$ cat src/rtl/cordic_pkg.sv
`default_nettype none
// +--------------------------------------------------------------------------+
// | cordic_pkg : shared state encoding and arctangent table for the CORDIC   |
// | Revision   : 1.0                                                         |
// +--------------------------------------------------------------------------+
package cordic_pkg;

   typedef enum logic [1:0] {
      ST_IDLE = 2'd0,
      ST_ITER = 2'd1,
      ST_DONE = 2'd2
   } cordic_state_e;

   // atan(2^-i) as a binary angle where the full circle is 2^32
   localparam logic [31:0] ATAN32 [0:31] = '{
      32'h20000000, 32'h12E4051E, 32'h09FB385B, 32'h051111D4,
      32'h028B0D43, 32'h0145D7E1, 32'h00A2F61E, 32'h00517C55,
      32'h0028BE53, 32'h00145F2F, 32'h000A2F98, 32'h000517CC,
      32'h00028BE6, 32'h000145F3, 32'h0000A2FA, 32'h0000517D,
      32'h000028BE, 32'h0000145F, 32'h00000A30, 32'h00000518,
      32'h0000028C, 32'h00000146, 32'h000000A3, 32'h00000051,
      32'h00000029, 32'h00000014, 32'h0000000A, 32'h00000005,
      32'h00000003, 32'h00000001, 32'h00000001, 32'h00000000
   };

   function automatic logic [31:0] atan_entry(input logic [4:0] i, input int width);
      logic [32:0] w_sum;
      if (width >= 32) begin
         return ATAN32[i];
      end
      w_sum = {1'b0, ATAN32[i]} + (33'd1 << (31 - width));
      return 32'(w_sum >> (32 - width));
   endfunction

endpackage
`default_nettype wire

$ cat src/rtl/cordic_shifter.sv
`default_nettype none
// +--------------------------------------------------------------------------+
// | cordic_shifter : arithmetic (floor-rounding) right barrel shifter        |
// | Revision       : 1.0                                                     |
// +--------------------------------------------------------------------------+
module cordic_shifter
   import cordic_pkg::*;
#(
   parameter int N  = 18,
   parameter int SW = 4
) (
   input  logic signed [N-1:0]  i_data,
   input  logic        [SW-1:0] i_shamt,
   output logic signed [N-1:0]  o_data
);

   assign o_data = i_data >>> i_shamt;

endmodule
`default_nettype wire

$ cat src/rtl/cordic_engine.sv
`default_nettype none
// +--------------------------------------------------------------------------+
// | cordic_engine : iterative rotation/vectoring CORDIC, full-circle angles  |
// | Revision      : 1.0                                                      |
// +--------------------------------------------------------------------------+
module cordic_engine
   import cordic_pkg::*;
#(
   parameter int WIDTH = 16,
   parameter int ITER  = 14
) (
   input  logic               clock,
   input  logic               reset,
   input  logic               in_valid,
   output logic               in_ready,
   input  logic               mode,
   input  logic [WIDTH-1:0]   x_in,
   input  logic [WIDTH-1:0]   y_in,
   input  logic [WIDTH-1:0]   z_in,
   output logic               out_valid,
   input  logic               out_ready,
   output logic [WIDTH+1:0]   x_out,
   output logic [WIDTH+1:0]   y_out,
   output logic [WIDTH-1:0]   z_out,
   output logic               busy
);

   localparam int XW = WIDTH + 2;
   localparam int CW = (ITER > 1) ? $clog2(ITER) : 1;

   cordic_state_e          r_state, w_next;
   logic [CW-1:0]          r_cnt;
   logic                   r_mode;
   logic signed [XW-1:0]   r_x, r_y, r_xo, r_yo;
   logic [WIDTH-1:0]       r_z, r_zo;

   logic                   w_accept, w_last, w_flip, w_d;
   logic signed [XW-1:0]   w_xe, w_ye, w_x0, w_y0, w_xs, w_ys, w_xn, w_yn;
   logic [WIDTH-1:0]       w_z0, w_zn, w_atan;
   logic [WIDTH-1:0]       w_atan_tab [0:ITER-1];

   for (genvar i = 0; i < ITER; i++) begin : g_atan
      assign w_atan_tab[i] = WIDTH'(atan_entry(5'(i), WIDTH));
   end

   assign w_atan   = w_atan_tab[r_cnt];
   assign w_accept = in_valid & in_ready;
   assign w_last   = (r_cnt == CW'(ITER - 1));

   cordic_shifter #(.N(XW), .SW(CW)) u_shift_x (
      .i_data  (r_x),
      .i_shamt (r_cnt),
      .o_data  (w_xs)
   );

   cordic_shifter #(.N(XW), .SW(CW)) u_shift_y (
      .i_data  (r_y),
      .i_shamt (r_cnt),
      .o_data  (w_ys)
   );

   // Half-turn pre-rotation brings every operand into the convergence range
   assign w_flip = mode ? x_in[WIDTH-1] : (z_in[WIDTH-1] ^ z_in[WIDTH-2]);
   assign w_xe   = {{2{x_in[WIDTH-1]}}, x_in};
   assign w_ye   = {{2{y_in[WIDTH-1]}}, y_in};
   assign w_x0   = w_flip ? -w_xe : w_xe;
   assign w_y0   = w_flip ? -w_ye : w_ye;
   assign w_z0   = w_flip ? {~z_in[WIDTH-1], z_in[WIDTH-2:0]} : z_in;

   assign w_d  = r_mode ? r_y[XW-1] : ~r_z[WIDTH-1];
   assign w_xn = w_d ? (r_x - w_ys)    : (r_x + w_ys);
   assign w_yn = w_d ? (r_y + w_xs)    : (r_y - w_xs);
   assign w_zn = w_d ? (r_z - w_atan)  : (r_z + w_atan);

   always_ff @(posedge clock or negedge reset) begin
      if (!reset) begin
         r_state <= ST_IDLE;
      end else begin
         r_state <= w_next;
      end
   end

   always_comb begin
      w_next = r_state;
      case (r_state)
         ST_IDLE: if (w_accept) w_next = ST_ITER;
         ST_ITER: if (w_last)   w_next = ST_DONE;
         ST_DONE: begin
            if (w_accept) begin
               w_next = ST_ITER;
            end else if (out_ready) begin
               w_next = ST_IDLE;
            end
         end
         default: w_next = ST_IDLE;
      endcase
   end

   always_comb begin
      in_ready  = reset & ((r_state == ST_IDLE) | ((r_state == ST_DONE) & out_ready));
      out_valid = (r_state == ST_DONE);
      busy      = (r_state != ST_IDLE);
   end

   // Results are latched only on the final micro-rotation so they hold through stalls
   always_ff @(posedge clock or negedge reset) begin
      if (!reset) begin
         r_x    <= '0;
         r_y    <= '0;
         r_z    <= '0;
         r_mode <= 1'b0;
         r_cnt  <= '0;
         r_xo   <= '0;
         r_yo   <= '0;
         r_zo   <= '0;
      end else if (w_accept) begin
         r_x    <= w_x0;
         r_y    <= w_y0;
         r_z    <= w_z0;
         r_mode <= mode;
         r_cnt  <= '0;
      end else if (r_state == ST_ITER) begin
         r_x   <= w_xn;
         r_y   <= w_yn;
         r_z   <= w_zn;
         r_cnt <= w_last ? '0 : r_cnt + CW'(1);
         if (w_last) begin
            r_xo <= w_xn;
            r_yo <= w_yn;
            r_zo <= w_zn;
         end
      end
   end

   assign x_out = r_xo;
   assign y_out = r_yo;
   assign z_out = r_zo;

endmodule
`default_nettype wire
$ cat config.mk
export PLATFORM = sky130hd
export DESIGN_NAME = cordic_engine
export DESIGN_NICKNAME = d
export VERILOG_FILES = /design/src/rtl/cordic_pkg.sv /design/src/rtl/cordic_shifter.sv /design/src/rtl/cordic_engine.sv
export SDC_FILE = /design/constraint.sdc
export NUM_CORES = 1
export LEC_CHECK = 0
export BUFFER_PORTS_ARGS = -buffer_cell sky130_fd_sc_hd__buf_2
export CORE_MARGIN = 3
export CORE_UTILIZATION = 65
export DETAILED_ROUTE_END_ITERATION = 10
export GPL_TIMING_DRIVEN = 1
export PLACE_DENSITY_LB_ADDON = 0.12
export REMOVE_ABC_BUFFERS = 1
export SYNTH_ARGS = -nofsm -noshare
export SYNTH_HDL_FRONTEND = slang
export SYNTH_HIERARCHICAL = 1
export SYNTH_SLANG_ARGS = --single-unit
$ cat constraint.sdc
create_clock -name clock -period 11.71 [get_ports clock]
set_input_delay 3.513 -clock clock [delete_from_list [all_inputs] [get_ports clock]]
set_output_delay 3.513 -clock clock [all_outputs]
set_load 0.01 [all_outputs]
==> run summary, run 1 <==
The flow ran to the end, and the final reports show no timing, DRC or antenna violations. Once the clock tree was built, the setup fixing pass inserted 0 buffers. In this run the register-to-register setup slack is 6310 ps. The tools report the total instance count after detailed placement as 1,460. The clock drives 111 sinks. In this run the tool buffered the top-level ports with 107 buffer cells. The total setup violations reported at the end of the flow was 0. The Yosys step of the flow raised 6 warnings.

The time the final worst path needs with I/O delays and setup was 8080 ps. The commonest cells after synthesis are sky130_fd_sc_hd__nand2_1 (124), sky130_fd_sc_hd__o21ai_0 (124), sky130_fd_sc_hd__dfrtp_1 (111), sky130_fd_sc_hd__nor2_1 (109), sky130_fd_sc_hd__a21oi_1 (69). The tools report the cell at the root of the clock tree as sky130_fd_sc_hd__clkbuf_16.

The area used by multi-input combinational logic was 0.006990 sq mm; the max capacitance violation total was 0. Setup repair after global routing left no endpoint under its margin. The worst endpoint required time was 8200 ps. The critical path goes through buf_4 > nor3b_1 > buf_2. The count of nets left with antenna violations once routing finished came out at 0. Startpoint-to-endpoint class of the critical path: input port to primary output. The via count of the first global-routing pass was 8,785. The startpoint identified for the worst hold timing path is y_out[6]. The slowest stage of the critical path is the sky130_fd_sc_hd__buf_4 cell. The post-route netlist has 16.84% of its cells at a drive strength greater than 1. The run gives 1,203 as the number of instances in the synthesized netlist.

The effective utilization at floorplan is 66.94%, and the worst path arrival time is 4570 ps. The largest total area in the synthesized netlist belongs to sky130_fd_sc_hd__dfrtp_1. The clock skew after layout came out at 8.049 ps. Summed over all nets, the half-perimeter wirelength after detailed placement is 19,430 um. The hold violation total from the final report came out at 0. TritonCTS created 9 clock buffers. The tools report the number of H-tree branching levels as 3. Number of stages on the worst hold path: 2.

Summing over every cut layer, the via total after detailed routing is 9,377. Sequential area share after synthesis: 27.09%. The tools report the area used by sequential logic in the layout as 0.002780 sq mm. The number of cells traversed by the worst register-to-register path works out to 18. Pin placement for this block handled 108 I/O pins. The accumulated negative setup slack is 0 ps, and the slew at the pin closest to its max-slew limit is 960.0 ps. The post-cts sizing count is 0. The tools report the number of nets in the final layout as 1,376. The worst hold path terminates at y_out[6]. Derived from the worst setup path, the maximum achievable clock frequency is 0.1238 GHz.

After detailed routing, the total wire length is 26,980 um. In this run, post-CTS hold repair placed 0 buffers. For the smallest setup slack after layout, the log shows 3630 ps. The number of diodes added for antenna fixing came out at 0. The logs give 866 for the count of routing violations after the opening detailed-route iteration and 1,255 for the layout filler cell count. In the final routed layout, each cell accounts on average for 18.28 um. In the synthesized netlist the dominant register cell turns out to be sky130_fd_sc_hd__dfrtp_1. The run gives 0 as the number of remaining DRC errors. The worst setup path is captured at a primary output.

The number of synthesized register bits came out at 111. For the global router's overall resource usage, the log shows 30.67%. The total congestion overflow came out at 0. Average size of a mapped cell: 8.522 sq um. In this run the critical register-to-register path is launched from r_cnt[3].

The run gives 0 as the max-slew violation total from the final report. In this run the critical register-to-register path is captured at x_out[14]. Timing analysis after detailed placement gives a worst setup slack of 3596 ps. For the pin count of the biggest net entering global routing, the log shows 67. The area share of the leading cell type in the synthesized netlist came out at 27.09%. For this run, the number of standard cells in the final layout without fillers is 1,476. Of all nets on the critical path, the largest fanout is 47. Compared with the post-synthesis result, the final layout area differs by 8.287%. The die covers 0.01732 sq mm. The first detailed-routing pass took 7 iterations.

The mapped netlist covers 0.01025 sq mm. Of all flip-flops after synthesis, the portion carrying an async set or reset was 100.0%. The die outline height works out to 131.6 um. For this run, the slowest stage of the critical path takes 480 ps.

Routability-driven placement finished with a final weighted congestion of 0.9316. The first global-routing pass estimated 44,460 um of wire. In this run the deepest clock path goes through 2 buffers. The width of the die works out to 131.6 um.

In this run the worst hold path is classified as register to register. STA classifies the critical path startpoint as an input port. TritonCTS built the clock tree. After layout, the worst path uses 69.00% of the clock period. Counting flops with a built-in enable in the synthesized netlist gives 0.

Headroom to the max-slew limit came out at 35.85%. The number of antenna violations at the first check in global routing is 0, and the standard cell core area is 0.01531 sq mm. By area the synthesized netlist is led by sky130_fd_sc_hd__dfrtp_1 (27%), sky130_fd_sc_hd__ha_1 (7.3%), sky130_fd_sc_hd__o21ai_0 (6.1%), sky130_fd_sc_hd__xor2_1 (5.0%), sky130_fd_sc_hd__xnor2_1 (5.0%). The latest clock arrival within the worst-skew pair is 360 ps. In the routed layout, each cell is associated on average with a via count of 6.353. The clock-pin slew on the worst setup and hold paths is 80 ps.

After synthesis, the netlist uses 66 different library cells. In this run the core area contains 45 standard-cell rows.
==> stage by stage <==
step	hold WS, ps	utilization, %	area, sq um
final	475.3	72.49	11100
after CTS	482.7	72.49	11100
after detailed placement	465.2	70.46	10790
after global routing	496.0	72.49	11100
after floorplan	468.7	-	9879
after global placement	453.5	70.46	10790
==> cell families after synthesis <==
logic type               after synthesis  share of synthesized area, %
XOR/XNOR                             117                         9.995
buffers and inverters                107                         4.882
AND/OR/NAND/NOR                      335                         14.94
adder cells (fa/ha/maj)               63                         7.908
multiplexers                          89                         11.30
flip-flops                           111                         27.09
AO/OA/AOI/OAI                        381                         23.88
==> layout make-up <==
type	count	share of cell area, %
clock inverters	6	0.6537
clock buffers	10	2.153
multi-input cells	985	62.97
flip-flops and latches	111	25.04
repair buffers	119	5.658
well taps	211	2.378
inverters	34	1.150
==> worst max path at each step <==
| stage | depth (start not counted) | start | end | slack [ps] |
|---|---|---|---|---|
| floorplan | 2 | out_ready | in_ready | 4260 |
| global route | 3 | reset | in_ready | 3540 |
| CTS | 3 | reset | in_ready | 3590 |
| finish | 3 | reset | in_ready | 3630 |
| detailed placement | 3 | reset | in_ready | 3600 |
| global placement | 3 | reset | in_ready | 3640 |
==> worst max-delay path, delay by kind of cell <==
family	cells	cell delay [ps]
buffers and inverters	2	680
and+or+nand+nor	1	370
==> metal layers <==
| metal | track usage (%) | routed length (um) |
|---|---|---|
| met1 | 43.97 | 12420 |
| met2 | 48.97 | 12560 |
| met3 | 3.905 | 1535 |
| met4 | 8.751 | 459 |
| met5 | 0 | 0 |
==> sequential cells by signal, summed over array words and instances, names as in the netlist <==
signal	count
z_out	16
y_out	18
r_mode	1
r_y	18
r_x	18
r_cnt	4
r_z	16
x_out	18
r_state	2
==> cell usage in the layout (no fill, tap or decap), types with 6 or more instances in the layout <==
cell and n:
sky130_fd_sc_hd__nand2_1 124, sky130_fd_sc_hd__o21ai_0 124, sky130_fd_sc_hd__dfrtp_1 109, sky130_fd_sc_hd__nor2_1 108
sky130_fd_sc_hd__buf_2 106, sky130_fd_sc_hd__a21oi_1 68, sky130_fd_sc_hd__ha_1 60, sky130_fd_sc_hd__xor2_1 59
sky130_fd_sc_hd__xnor2_1 58, sky130_fd_sc_hd__mux2_2 42, sky130_fd_sc_hd__inv_1 34, sky130_fd_sc_hd__mux2i_1 31
sky130_fd_sc_hd__a22oi_1 22, sky130_fd_sc_hd__a31oi_1 22, sky130_fd_sc_hd__o31ai_1 18, sky130_fd_sc_hd__nand2b_1 17
sky130_fd_sc_hd__a211oi_1 17, sky130_fd_sc_hd__a221o_1 16, sky130_fd_sc_hd__a21o_1 15, sky130_fd_sc_hd__nor3_1 15
sky130_fd_sc_hd__buf_4 13, sky130_fd_sc_hd__o21a_1 12, sky130_fd_sc_hd__mux4_2 12, sky130_fd_sc_hd__a221oi_1 11
sky130_fd_sc_hd__nor2b_1 10, sky130_fd_sc_hd__nand3_1 10, sky130_fd_sc_hd__o41ai_1 9, sky130_fd_sc_hd__clkbuf_16 9
sky130_fd_sc_hd__or4_1 8, sky130_fd_sc_hd__or2_2 7, sky130_fd_sc_hd__and2_1 6
Power of run 1 is left out: the tool's default activity adds up to more than one toggle a clock period on the data nets, which glitch-free logic cannot reach.
==> inputs of run 2 (changes only) <==
--- a/config.mk
+++ b/config.mk
@@ -5,9 +5,10 @@
 export SDC_FILE = /design/constraint.sdc
 export NUM_CORES = 1
 export LEC_CHECK = 0
+export ABC_AREA = 1
 export BUFFER_PORTS_ARGS = -buffer_cell sky130_fd_sc_hd__buf_2
 export CORE_MARGIN = 3
-export CORE_UTILIZATION = 65
+export CORE_UTILIZATION = 55
 export DETAILED_ROUTE_END_ITERATION = 10
 export GPL_TIMING_DRIVEN = 1
 export PLACE_DENSITY_LB_ADDON = 0.12
==> constraint.sdc (replaced) <==
create_clock -name clock -period 7.3 [get_ports clock]
set_input_delay 2.19 -clock clock [delete_from_list [all_inputs] [get_ports clock]]
set_output_delay 2.19 -clock clock [all_outputs]
set_load 0.01 [all_outputs]
==> run 2 against run 1 <==
Net effect: clock skew rose by 11 ps; highest routed layer unchanged; final cell count rose by 38%; critical path type unchanged; setup slack got worse by 1100 ps; design area rose by 5.8%; critical path depth rose by 1.
==> run summary, run 2 <==
The count of routing violations after the opening detailed-route iteration came out at 883 (+2.0%). TritonCTS built the clock tree. The tools report the placement row count as 50 (+11%). The tools report the accumulated negative setup slack as 0 ps (unchanged). The total wire length is 31,180 um (+16%). The fraction of final layout cells sized beyond drive strength 1 works out to 10.19% (-6.7 points). The run gives 51,850 um (+17%) as the wire length of the first global-routing pass. The post-cts sizing count is 0 (unchanged), and the average size of a mapped cell is 6.429 sq um (-25%). The min-delay analysis places its worst path in the category register to register.

The global router's overall resource usage is 28.76% (-1.9 points), and the number of H-tree branching levels is 3 (unchanged). The final estimated routing congestion in global placement was 0.9139 (-1.9%); the remaining max-slew budget at the tightest pin was 31.00% (-4.9 points). The standard cell core area is 0.01914 sq mm (+25%). The number of synthesized register bits is 111 (unchanged), and the number of buffers inserted to repair setup after CTS is 0 (unchanged).

The max capacitance violation total was 0 (unchanged); the layout filler cell count was 1,951 (+55%). The cts-stage hold buffer count was 0 (unchanged). In the post-synthesis netlist, the cell with the most instances is sky130_fd_sc_hd__nand2_1. The top-level port count is 108 (unchanged). The worst-case clock buffer depth was 2 (unchanged).

For the worst endpoint required time, the log shows 5110 ps (-3090 ps). The library cell used most frequently in the layout, excluding fill and tap cells, is sky130_fd_sc_hd__nand2_1. The width of the die was 147.1 um (+12%). The maximum fanout along the worst path came out at 2 (-96%). The area used by multi-input combinational logic came out at 0.007194 sq mm (+2.9%). The synthesized cell area came out at 0.01096 sq mm (+6.9%).

The pin count of the biggest net entering global routing came out at 62 (-7.5%). The flow ran to the end, and the final reports show no timing, DRC or antenna violations. The number of diodes added for antenna fixing was 0 (unchanged). Number of nets in the final layout: 1,890 (+37%). The logs give 18.94 ps (+10.89 ps) for the clock skew after layout and 0 (unchanged) for the number of antenna violations at the first check in global routing.

The sequential area share after synthesis was 25.35% (-1.7 points). The synthesized design spends more area on one cell type than any other, namely sky130_fd_sc_hd__dfrtp_1. The commonest cells after synthesis are sky130_fd_sc_hd__nand2_1 (619), sky130_fd_sc_hd__nand3_1 (233), sky130_fd_sc_hd__inv_1 (129), sky130_fd_sc_hd__dfrtp_1 (111), sky130_fd_sc_hd__nor2_1 (108). The number of remaining DRC errors was 0 (unchanged); the routed length per placed instance was 15.30 um (-16%).

The post-detailed-placement half-perimeter wirelength came out at 23,060 um (+19%). Ranked by total cell area, the synthesized netlist is headed by sky130_fd_sc_hd__dfrtp_1 (25%), sky130_fd_sc_hd__nand2_1 (21%), sky130_fd_sc_hd__nand3_1 (11%), sky130_fd_sc_hd__ha_1 (6.9%), sky130_fd_sc_hd__xor2_1 (4.8%). Static timing analysis puts the maximum clock frequency at 0.2075 GHz. Clock tree synthesis selected as its root buffer the cell sky130_fd_sc_hd__clkbuf_16.

Setup repair after global routing left no endpoint under its margin. Number of routed nets with antenna violations: 0 (unchanged). The total setup violations reported at the end of the flow was 0 (unchanged). Area growth from synthesis to layout: 7.195%. The effective utilization at floorplan was 57.23% (-9.7 points); the latest clock arrival within the worst-skew pair was 370 ps (about the same). The smallest clock period supported by the final layout is computed as 4820 ps. The worst setup path is launched from an input port.

The clock net sink count was 111 (unchanged). The distinct cell type count after synthesis is 58 (-12%), and the total congestion overflow is 0 (unchanged). The number of instances in the synthesized netlist was 1,704 (+42%). The die outline height was 147.1 um (+12%). The average via count per standard cell was 5.486 (-14%); the hold violation total from the final report was 0 (unchanged). Total of buffers placed on input and output ports: 107 (unchanged). The worst setup path is captured at a primary output. For the total of warnings raised by yosys, the log shows 6 (unchanged). The max-slew violation total from the final report is 0 (unchanged), and the floorplan die area is 0.02165 sq mm (+25%). The share of the clock period used by the worst path after layout is 66.03%, and the number of synthesized flops with an enable pin is 0 (unchanged).

For the worst path arrival time, the log shows 2630 ps (-1940 ps). The slew at the pin closest to its max-slew limit is 1034 ps (+73.53 ps). The critical path is of the input port to primary output type. The clock-pin slew on the worst setup and hold paths works out to 70 ps (about the same). For this run, the leading register cell type out of synthesis is sky130_fd_sc_hd__dfrtp_1. The run gives 11,176 (+19%) as the detailed-route via count.

The via count of the first global-routing pass came out at 10,395 (+18%). The share of flip-flops with an asynchronous set or reset after synthesis works out to 100.0% (unchanged). The top cell types in the final layout, fill and taps aside, are sky130_fd_sc_hd__nand2_1 (619), sky130_fd_sc_hd__nand3_1 (233), sky130_fd_sc_hd__inv_1 (129). The area used by sequential logic in the layout is 0.002778 sq mm (about the same), and the total clock buffers created by CTS is 9 (unchanged). The tools report the number of iterations in the first detailed-routing pass as 6 (-1). Area share of the leading cell type in the synthesized netlist: 25.35% (-1.7 points).
-- run 2: cell types whose count changed after synthesis, moves of 33 or more --
cell / change
sky130_fd_sc_hd__clkbuf_1: -36
sky130_fd_sc_hd__inv_1: +95
sky130_fd_sc_hd__mux2_2: -42
sky130_fd_sc_hd__nand2_1: +495
sky130_fd_sc_hd__nand3_1: +223
sky130_fd_sc_hd__o21ai_0: -48
sky130_fd_sc_hd__xnor2_1: -33
-- run 2: routing by layer --
metal,vias to the layer above,track usage [%],part of all wire [%]
met2,308,46.47,45
met4,0,8.481,2.3
met5,-,0,0
met1,5123,40.67,47
met3,45,3.393,4.9
li1,5700,-,-
-- run 2: metrics by stage --
stage	cell area, sq um	util (%)	cells	worst slack, ps	hold WS (ps)
finish	11740	61.35	2037	2480	469.2
global route	11740	61.35	2037	2114	497.4
CTS	11740	61.35	2037	2468	474.4
detailed placement	11480	59.97	2023	2347	457.8
global placement	11480	59.97	2023	2485	449.5
floorplan	10510	-	1643	2679	444.4
-- run 2: worst max-delay path, cell delays in order --
cell                      delay, ps
sky130_fd_sc_hd__buf_4          100
sky130_fd_sc_hd__nand2_1         50
sky130_fd_sc_hd__nor2_1         140
sky130_fd_sc_hd__buf_2          150
-- run 2: path summary, 6_finish.rpt --
path                           from        to  slack, ps  cells after the start
max                           reset  in_ready       2480                      4
min                        y_out[1]  y_out[1]        470                      2
max reg2reg                r_cnt[0]    r_x[9]       2580                     23
min reg2reg                y_out[1]  y_out[1]        470                      2
max in group asynchronous     reset  y_out[3]       4060                      3
min in group asynchronous     reset  z_out[8]       1970                      2
-- run 2: area by class of cell --
type	instances	area share (%)
multi-input cells	1389	61.26
flip-flops and latches	111	23.65
repair buffers	120	5.412
inverters	143	4.656
well taps	260	2.770
clock buffers	11	2.067
clock inverters	3	0.1811
-- run 2: logic make-up (layout without fill, tap and decap cells) --
logic type	after synthesis	count (layout)	synth area share, %
buf+inv	204	277	9.079
fa+ha+maj	63	63	7.401
compound gates	210	210	11.01
xor+xnor	85	85	6.795
flops	111	111	25.35
simple gates	1031	1031	40.36
Power of run 2 is left out for the same reason.
==> inputs of run 3 (changes only) <==
--- a/config.mk
+++ b/config.mk
@@ -8,7 +8,7 @@
 export ABC_AREA = 1
 export BUFFER_PORTS_ARGS = -buffer_cell sky130_fd_sc_hd__buf_2
 export CORE_MARGIN = 3
-export CORE_UTILIZATION = 55
+export CORE_UTILIZATION = 61
 export DETAILED_ROUTE_END_ITERATION = 10
 export GPL_TIMING_DRIVEN = 1
 export PLACE_DENSITY_LB_ADDON = 0.12
==> constraint.sdc (replaced) <==
create_clock -name clock -period 4.9 [get_ports clock]
set_input_delay 1.47 -clock clock [delete_from_list [all_inputs] [get_ports clock]]
set_output_delay 1.47 -clock clock [all_outputs]
set_load 0.01 [all_outputs]
==> run 3 against run 2 <==
Net effect: die area is 9.4% lower; utilization up 6.7 points; critical endpoint is now r_y[17]; routed wire length increased by 9.5%; largest cell class unchanged; non-clock buffer count increased by 13.
==> run summary, run 3 (synthesis results as in run 2) <==
The run finished with clean final reports. The effective utilization at floorplan was 62.90% (+5.7 points). The total of buffers placed on input and output ports is 107 (unchanged). Width of the die: 140.0 um (-4.8%). Leaving out fill and tap cells, the most frequent cell in the layout is sky130_fd_sc_hd__nand2_1. The tools report the total congestion overflow as 0 (unchanged). The logs give 0.002778 sq mm (unchanged) for the area used by sequential logic in the layout and 0.007191 sq mm (about the same) for the area used by multi-input combinational logic.

The post-route cell area came out at 0.01186 sq mm (+0.99%). The number of antenna violations at the first check in global routing came out at 0 (unchanged). The count of routing violations after the opening detailed-route iteration came out at 1,055 (+19%). The run gives 0 (unchanged) as the number of diodes added for antenna fixing.

Number of H-tree branching levels: 3 (unchanged). The launching point of the worst reg2reg path was r_cnt[0]. The timing-limited maximum frequency is 0.2239 GHz.

The run gives 0 (unchanged) as the number of buffers inserted to repair setup after CTS. The floorplan die area came out at 0.01960 sq mm (-9.4%). The tools report the worst path arrival time as 4760 ps (+2130 ps).

The hold violation total from the final report is 0 (unchanged), and the area growth from synthesis to layout is 8.257%. The tools report the category of the worst setup path launch point as a register. The smallest setup slack after layout was 434.1 ps (-2046 ps). The worst-case clock buffer depth came out at 2 (unchanged).

The total clock buffers created by CTS was 9 (unchanged). The via count of the first global-routing pass was 11,040 (+6.2%). The logs give 0.01742 sq mm (-9.0%) for the standard cell core area and 0 (unchanged) for the cts-stage hold buffer count. The post-detailed-placement half-perimeter wirelength was 25,970 um (+13%); the total setup violations reported at the end of the flow was 0 (unchanged). The layout filler cell count is 1,549 (-21%). Tracing the worst setup path back leads to its startpoint at r_cnt[0]. The wire length of the first global-routing pass was 55,560 um (+7.2%); the post-route non-filler standard cell count was 2,017 (-0.98%).

Die outline height: 140.0 um (-4.8%). Startpoint-to-endpoint class of the critical path: register to register. The detailed-route via count was 11,767 (+5.3%); the total wire length was 34,140 um (+9.5%).

The worst-case setup slack after placement came out at 609.6 ps (-1737 ps). The accumulated negative setup slack was 0 ps (unchanged); the max-slew violation total from the final report was 0 (unchanged). Routed length per placed instance: 16.92 um (+11%). The pin count of the biggest net entering global routing is 76 (+23%). The origin of the worst min-delay path was y_out[1].

The worst path uses 91.14% of the clock period. The number of nets in the final layout was 1,903 (+0.69%). TritonCTS built the clock tree. The logs give 111 (unchanged) for the clock net sink count and 0.01153 sq mm (+0.44%) for the area of placed instances. The tightest min-delay check is of the register to register type. The latest clock arrival within the worst-skew pair was 380 ps (about the same); the max capacitance violation total was 0 (unchanged). Setup repair after global routing left no endpoint under its margin. The clock skew after layout is 15.11 ps (-3.832 ps), and the placement row count is 48 (-4.0%).

Leaving out fill and tap cells, the most frequent cells in the layout are sky130_fd_sc_hd__nand2_1 (619), sky130_fd_sc_hd__nand3_1 (233), sky130_fd_sc_hd__inv_1 (129). The number of remaining DRC errors was 0 (unchanged). The slew at the pin closest to its max-slew limit is 942.6 ps (-90.92 ps), and the maximum fanout along the worst path is 23 (+21). The post-cts sizing count is 0 (unchanged). The top-level port count is 108 (unchanged), and the average via count per standard cell is 5.834 (+6.3%).

The tools report the total instance count after detailed placement as 2,001 (-1.1%). The fraction of final layout cells sized beyond drive strength 1 was 10.94% (+0.75 points); the remaining max-slew budget at the tightest pin was 37.16% (+6.2 points). The tools report the worst endpoint required time as 5200 ps (+90 ps). The number of routed nets with antenna violations is 0 (unchanged).

The number of iterations in the first detailed-routing pass is 5 (-1), and the final estimated routing congestion in global placement is 0.9672 (+5.8%). The type of destination of the critical path was a register. CTS placed an instance of sky130_fd_sc_hd__clkbuf_16 at the clock tree root. The reg2reg setup slack was 430 ps (-2150 ps). The clock-pin slew on the worst setup and hold paths was 90 ps (+20 ps); the time the final worst path needs with I/O delays and setup was 4466 ps. Global router's overall resource usage: 34.60% (+5.8 points).
## run 3: layout make-up
cell class,instances,area share (%)
clock buffer,9,1.899
tap,225,2.374
timing repair buffer,133,6.182
multi-input combinational,1389,60.63
clock inverter,7,0.8862
sequential,111,23.42
inverter,143,4.610
## run 3: worst paths after layout
check,end,cells after the start
min in group asynchronous,r_y[5],2
worst min register to register,y_out[1],2
worst max-delay path,r_y[17],23
max in group asynchronous,r_z[14],3
worst max register to register,r_y[17],23
worst min-delay path,y_out[1],2
## run 3: routing by layer
metal / routed length, um / global-route usage, % / vias to the layer above
li1: - / - / 5732
met1: 14920 / 48.12 / 5415
met2: 15030 / 53.86 / 542
met3: 2982 / 6.726 / 78
met4: 1208 / 12.70 / 0
met5: 0 / 0 / -
## run 3: stage by stage
stage	utilization, %	hold WS, ps
2_1_floorplan	-	444.4
3_3_place_gp	66.20	447.6
3_5_place_dp	66.20	453.0
4_1_cts	68.10	472.6
5_1_grt	68.10	515.2
6_report	68.10	471.2
## run 3: critical path: stages, from the launching register on
cell	delay, ps
sky130_fd_sc_hd__dfrtp_1	440
sky130_fd_sc_hd__buf_4	310
sky130_fd_sc_hd__inv_2	210
sky130_fd_sc_hd__nand2_1	130
sky130_fd_sc_hd__nand3_1	100
sky130_fd_sc_hd__nand3_1	130
sky130_fd_sc_hd__nand2_1	100
sky130_fd_sc_hd__nand2_1	70
sky130_fd_sc_hd__nand2_1	50
sky130_fd_sc_hd__inv_1	110
sky130_fd_sc_hd__ha_1	200
sky130_fd_sc_hd__nand4_1	160
sky130_fd_sc_hd__o41ai_1	610
sky130_fd_sc_hd__nand2_1	130
sky130_fd_sc_hd__xor2_1	180
sky130_fd_sc_hd__ha_1	360
sky130_fd_sc_hd__nand2_1	120
sky130_fd_sc_hd__nor3_1	230
sky130_fd_sc_hd__and2_1	200
sky130_fd_sc_hd__nand4_1	90
sky130_fd_sc_hd__nand3_1	110
sky130_fd_sc_hd__nand2b_1	130
sky130_fd_sc_hd__nand3_1	70
sky130_fd_sc_hd__a21oi_1	140
Power of run 3 is left out for the same reason.
